`src/rtl/mem_arb_pkg.sv`:
```
// Shared types and constants for the memory port arbiter.
package mem_arb_pkg;

    typedef enum logic [1:0] {
        IDLE,
        BUSY,
        DONE
    } state_t;

    localparam logic GRANT_CPU = 1'b0;
    localparam logic GRANT_DMA = 1'b1;

endpackage

```
`src/rtl/lat_counter.sv`:
```
// Loadable down-counter with a zero flag; holds at zero instead of wrapping.
module lat_counter #(
    parameter int unsigned W = 2
) (
    input  logic         clk,
    input  logic         reset,
    input  logic         load,
    input  logic [W-1:0] value,
    input  logic         dec,
    output logic         zero
);

    logic [W-1:0] cnt_q;

    always_ff @(posedge clk) begin
        if (reset) begin
            cnt_q <= '0;
        end else if (load) begin
            cnt_q <= value;
        end else if (dec && (cnt_q != '0)) begin
            cnt_q <= cnt_q - W'(1);
        end
    end

    assign zero = (cnt_q == '0);

endmodule

```
`src/rtl/mem_port_arbiter.sv`:
```
// Round-robin arbiter sharing one memory between the CPU and a DMA/loader port.
// Each access holds the memory for MEM_LAT cycles, then pulses the winner's ready.
module mem_port_arbiter
    import mem_arb_pkg::*;
#(
    parameter int unsigned ADDR_W  = 32,
    parameter int unsigned DATA_W  = 32,
    parameter int unsigned MEM_LAT = 2
) (
    input  logic              clk,
    input  logic              reset,
    input  logic              cpu_req,
    input  logic              cpu_we,
    input  logic [ADDR_W-1:0] cpu_addr,
    input  logic [DATA_W-1:0] cpu_wdata,
    output logic [DATA_W-1:0] cpu_rdata,
    output logic              cpu_ready,
    input  logic              dma_req,
    input  logic              dma_we,
    input  logic [ADDR_W-1:0] dma_addr,
    input  logic [DATA_W-1:0] dma_wdata,
    output logic [DATA_W-1:0] dma_rdata,
    output logic              dma_ready,
    output logic              mem_we,
    output logic [ADDR_W-1:0] mem_addr,
    output logic [DATA_W-1:0] mem_wdata,
    input  logic [DATA_W-1:0] mem_rdata
);

    localparam int unsigned CntW = $clog2(MEM_LAT + 1);

    state_t            state_q, state_d;
    logic              last_grant_q, last_grant_d;
    logic              winner_q, winner_d;
    logic              we_q, we_d;
    logic              first_q, first_d;
    logic [ADDR_W-1:0] addr_q, addr_d;
    logic [DATA_W-1:0] wdata_q, wdata_d;
    logic [DATA_W-1:0] cpu_rdata_q, dma_rdata_q;
    logic              grant;
    logic              cnt_load, cnt_dec, cnt_zero;

    lat_counter #(
        .W (CntW)
    ) u_lat_counter (
        .clk   (clk),
        .reset (reset),
        .load  (cnt_load),
        .value (CntW'(MEM_LAT - 1)),
        .dec   (cnt_dec),
        .zero  (cnt_zero)
    );

    always_comb begin
        state_d      = state_q;
        last_grant_d = last_grant_q;
        winner_d     = winner_q;
        we_d         = we_q;
        first_d      = first_q;
        addr_d       = addr_q;
        wdata_d      = wdata_q;
        grant        = GRANT_CPU;
        cnt_load     = 1'b0;
        cnt_dec      = 1'b0;
        unique case (state_q)
            IDLE: begin
                if (cpu_req || dma_req) begin
                    // On a tie the port that did not win last time goes next.
                    if (cpu_req && dma_req) grant = ~last_grant_q;
                    else                    grant = cpu_req ? GRANT_CPU : GRANT_DMA;
                    winner_d     = grant;
                    we_d         = (grant == GRANT_CPU) ? cpu_we    : dma_we;
                    addr_d       = (grant == GRANT_CPU) ? cpu_addr  : dma_addr;
                    wdata_d      = (grant == GRANT_CPU) ? cpu_wdata : dma_wdata;
                    last_grant_d = grant;
                    first_d      = 1'b1;
                    cnt_load     = 1'b1;
                    state_d      = BUSY;
                end
            end
            BUSY: begin
                first_d = 1'b0;
                cnt_dec = 1'b1;
                if (cnt_zero) state_d = DONE;
            end
            DONE:    state_d = IDLE;
            default: state_d = IDLE;
        endcase
    end

    always_ff @(posedge clk) begin
        if (reset) begin
            state_q      <= IDLE;
            last_grant_q <= GRANT_DMA;
            winner_q     <= GRANT_CPU;
            we_q         <= 1'b0;
            first_q      <= 1'b0;
            addr_q       <= '0;
            wdata_q      <= '0;
            cpu_rdata_q  <= '0;
            dma_rdata_q  <= '0;
        end else begin
            state_q      <= state_d;
            last_grant_q <= last_grant_d;
            winner_q     <= winner_d;
            we_q         <= we_d;
            first_q      <= first_d;
            addr_q       <= addr_d;
            wdata_q      <= wdata_d;
            if ((state_q == BUSY) && cnt_zero) begin
                if (winner_q == GRANT_CPU) cpu_rdata_q <= mem_rdata;
                else                       dma_rdata_q <= mem_rdata;
            end
        end
    end

    always_comb begin
        mem_we    = (state_q == BUSY) && first_q && we_q;
        mem_addr  = (state_q == BUSY) ? addr_q  : '0;
        mem_wdata = (state_q == BUSY) ? wdata_q : '0;
        cpu_ready = (state_q == DONE) && (winner_q == GRANT_CPU);
        dma_ready = (state_q == DONE) && (winner_q == GRANT_DMA);
        cpu_rdata = cpu_rdata_q;
        dma_rdata = dma_rdata_q;
    end

endmodule
```
`config.mk`:
```
export PLATFORM = sky130hd
export DESIGN_NAME = mem_port_arbiter
export DESIGN_NICKNAME = d
export VERILOG_FILES = /design/src/rtl/mem_arb_pkg.sv /design/src/rtl/lat_counter.sv /design/src/rtl/mem_port_arbiter.sv
export SDC_FILE = /design/constraint.sdc
export NUM_CORES = 1
export LEC_CHECK = 0
export CORE_UTILIZATION = 42
export CTS_BUF_LIST = sky130_fd_sc_hd__clkbuf_8 sky130_fd_sc_hd__clkbuf_16
export DETAILED_ROUTE_END_ITERATION = 8
export MAX_ROUTING_LAYER = met4
export PLACE_DENSITY = 0.83
export RECOVER_POWER = 100
export SYNTH_ARGS = -nofsm -noshare
export SYNTH_HDL_FRONTEND = slang
export SYNTH_HIERARCHICAL = 1
export SYNTH_SLANG_ARGS = --single-unit
```
`constraint.sdc`:
```
create_clock -name clk -period 1.9 [get_ports clk]
set_input_delay 0.38 -clock clk [delete_from_list [all_inputs] [get_ports clk]]
set_output_delay 0.38 -clock clk [all_outputs]
set_load 0.02 [all_outputs]
```
==> key figures <==
Logic synthesis
  – Sequential share of the synthesized area: 42.7%
  – Post-synth EDFFs: 0
  – Syn Inst Count: 779
  – Post-Syn Nets: 946
  – Post-synthesis register bit count: 136
  – Synth Area per Inst: 8.19 sq um
  – Synth cell types: 39
  – Synth Flop Type: dfxtp_1
  – Post-Syn Area: 0.00638 sq mm
  – FFs w/ async S/R, synth: 0%
  – Yosys Warn Count: 6

Setup path
  – CP Class: register to output pin
  – CP max-delay cell: dfxtp_2
  – Crit path from: state_q[1]
  – Worst setup SP type: register
  – Reg2reg start: state_q[1]
  – CP required: 1520 ps
  – CP Capture Type: output pin
  – Crit path cell chain: and2b_4 -> buf_4 -> buf_12 -> and2_1 -> buf_6
  – Crit path DAT: 1590 ps
  – CP max stage delay: 320 ps
  – Max FO, Critical Path: 12

Die
  – Die width: 125 um
  – Die Area: 0.0157 sq mm
  – DIE HEIGHT: 125 um
  – Core area: 0.0147 sq mm
  – Initial Util: 43.4%
  – FP Rows: 44
  – Io pins: 297

CTS
  – CTS Sinks: 136
  – Total CTS buffers: 17
  – Clock root buffer: clkbuf_16
  – CTS tree: done
  – CTS Buffer Depth: 2
  – Hold buffer count at cts: 0
  – Worst-path clk slew: 60 ps
  – CTS H-tree depth: 4
  – Worst skew pair latency: 420 ps

STA
  – Setup ws final: -66.9 ps
  – Post-layout min period: 1970 ps
  – Period utilization: 104%
  – Final hold vios: 0
  – Max Clock Freq: 508 MHz
  – Clock Skews: 6.00 ps
  – Final slew viol count: 0
  – Slew @ Worst Pin: 612 ps
  – Unrepaired setup endpoints after global routing: true
  – Final setup vio count: 39
  – Slew HR: 59.2%

GRT
  – Pin count of the biggest net entering global routing: 71
  – Vias in the first global route: 6763
  – First-pass GRT wire length: 34.7 mm
  – Gr usage total: 28.5%
  – Aggregate global routing overflow: 0
  – Initial antenna violation count: 0

Detailed routing
  – DRC violations left: 17
  – Initial drt markers: 479
  – WL final: 22.1 mm
  – Uppermost layer routed: met4
  – Met1 Wirelength: 8.33 mm
  – Drt first pass iters: 7
  – Routed length on met3: 1.76 mm
  – Routed vias/inst: 5.62
  – Antenna Nets Post-Route: 0
  – Routed via count: 6986
  – Drt wl/cell: 17.8 um
  – WL met2: 11.0 mm

Finish
  – Most frequent cells in the layout: clkdlybuf4s50_1, dfxtp_1, a21oi_1
  – Final net count: 1213
  – Layout area overhead: 62.8%
  – Most common cell after layout, fill and taps aside: clkdlybuf4s50_1
  – Share of cells above drive strength 1: 20.9%
  – Ant diodes: 0
  – Final design area excluding fillers: 0.0104 sq mm

Place
  – Dpl cell area: 0.00963 sq mm
  – Number of buffers added on ports: 296
  – GP Congestion: 0.841
  – DPL Wire Length: 14.8 mm

Run
  – Max Cap Viol: 0

Pwr
  – Tot Pwr: 9.23 mW
  – Lkg Pwr: 3.87 nW
  – PD cells: 889 mW/mm^2
  – Maximum VDD drop: 0.672 mV

Worst hold path
  – Hold path start: reset
  – Worst min path class: primary input to register

Run status
  – Status: finished, violations left
  – Failing checks: DRC, setup timing
## synthesized netlist by cell type, drive strengths merged (2+ instances only)
library cell	count	share of area (%)
clkbuf	65	3.8
dfxtp	136	43
o21ai	65	5.1
a311oi	65	13
inv	6	0.35
nor2b	2	0.31
nor4	2	0.20
buf	23	2.4
nor3	2	0.16
nand2	129	7.6
conb	2	0.12
a21oi	132	10
nor2	3	0.18
and3	2	0.20
and2	65	6.4
nand3	65	5.1
## power by group
group	switching (mW)	internal, mW	leakage [nW]
Clock	1.25	2.21	0.303
Combinational	1.22	1.22	2.45
Sequential	0.177	3.14	1.12
Total	2.65	6.58	3.87
## state kept, by name, summed over array words and instances (netlist names), 2 cells and up
signal	cells
u_lat_counter/cnt_q	2
state_q	2
addr_q	32
cpu_rdata	32
dma_rdata	32
wdata_q	32
## cells by family after synthesis
group	count (synthesis)	synth area share [%]
XOR/XNOR	1	0.137
AND/OR/NAND/NOR	278	21.2
AO/OA/AOI/OAI	267	29.0
buffers and inverters	94	6.63
flip-flops	136	42.7
other	2	0.118
adder cells (fa/ha/maj)	1	0.196
## layout make-up
class,count,area [sq um]
well taps,184,230
clock buffers,18,439
flip-flops and latches,136,2720
multi-input cells,549,3330
fillers,1116,4310
inverters,6,22.5
clock inverters,13,180
repair buffers,336,3460
## timing repair
item,in CTS,in global routing
gates resized for setup,231,140
pin swaps,0,8
buffers inserted,0,5
cloned,0,3
endpoints found under the setup margin,65,58
## stage by stage
stage | hold slack [ps] | setup TNS [ps] | setup WS, ps | cells | util [%]
final | 357 | -1510 | -66.9 | 1242 | 70.7
after detailed placement | 449 | -1200 | -72.6 | 1203 | 65.5
after global placement | 440 | -350 | -21.8 | 1203 | 65.5
after CTS | 342 | -2810 | -126 | 1234 | 69.0
after floorplan | 445 | 0 | 202 | 779 | -
after global routing | 379 | -4320 | -102 | 1242 | 70.7
## routing by layer
metal	up-vias	GRT usage (%)
li1	3284	-
met1	3279	31.6
met2	346	46.8
met3	77	7.49
met4	0	15.8
met5	-	-
## worst paths after layout
kind | endpoint | cells past startpoint | slack [ps]
worst max-delay path | mem_wdata[8] | 5 | -70
worst min-delay path | state_q[0] | 2 | 360
worst max register to register | addr_q[24] | 6 | -20
worst min register to register | cpu_rdata[0] | 2 | 450
## worst max-delay path: cells and delay by family, from the launching register on
family	cells	cell delay (ps)
flip-flops	1	320
AND/OR/NAND/NOR	2	460
buffers and inverters	3	390
(Power assumes the default switching activity.)
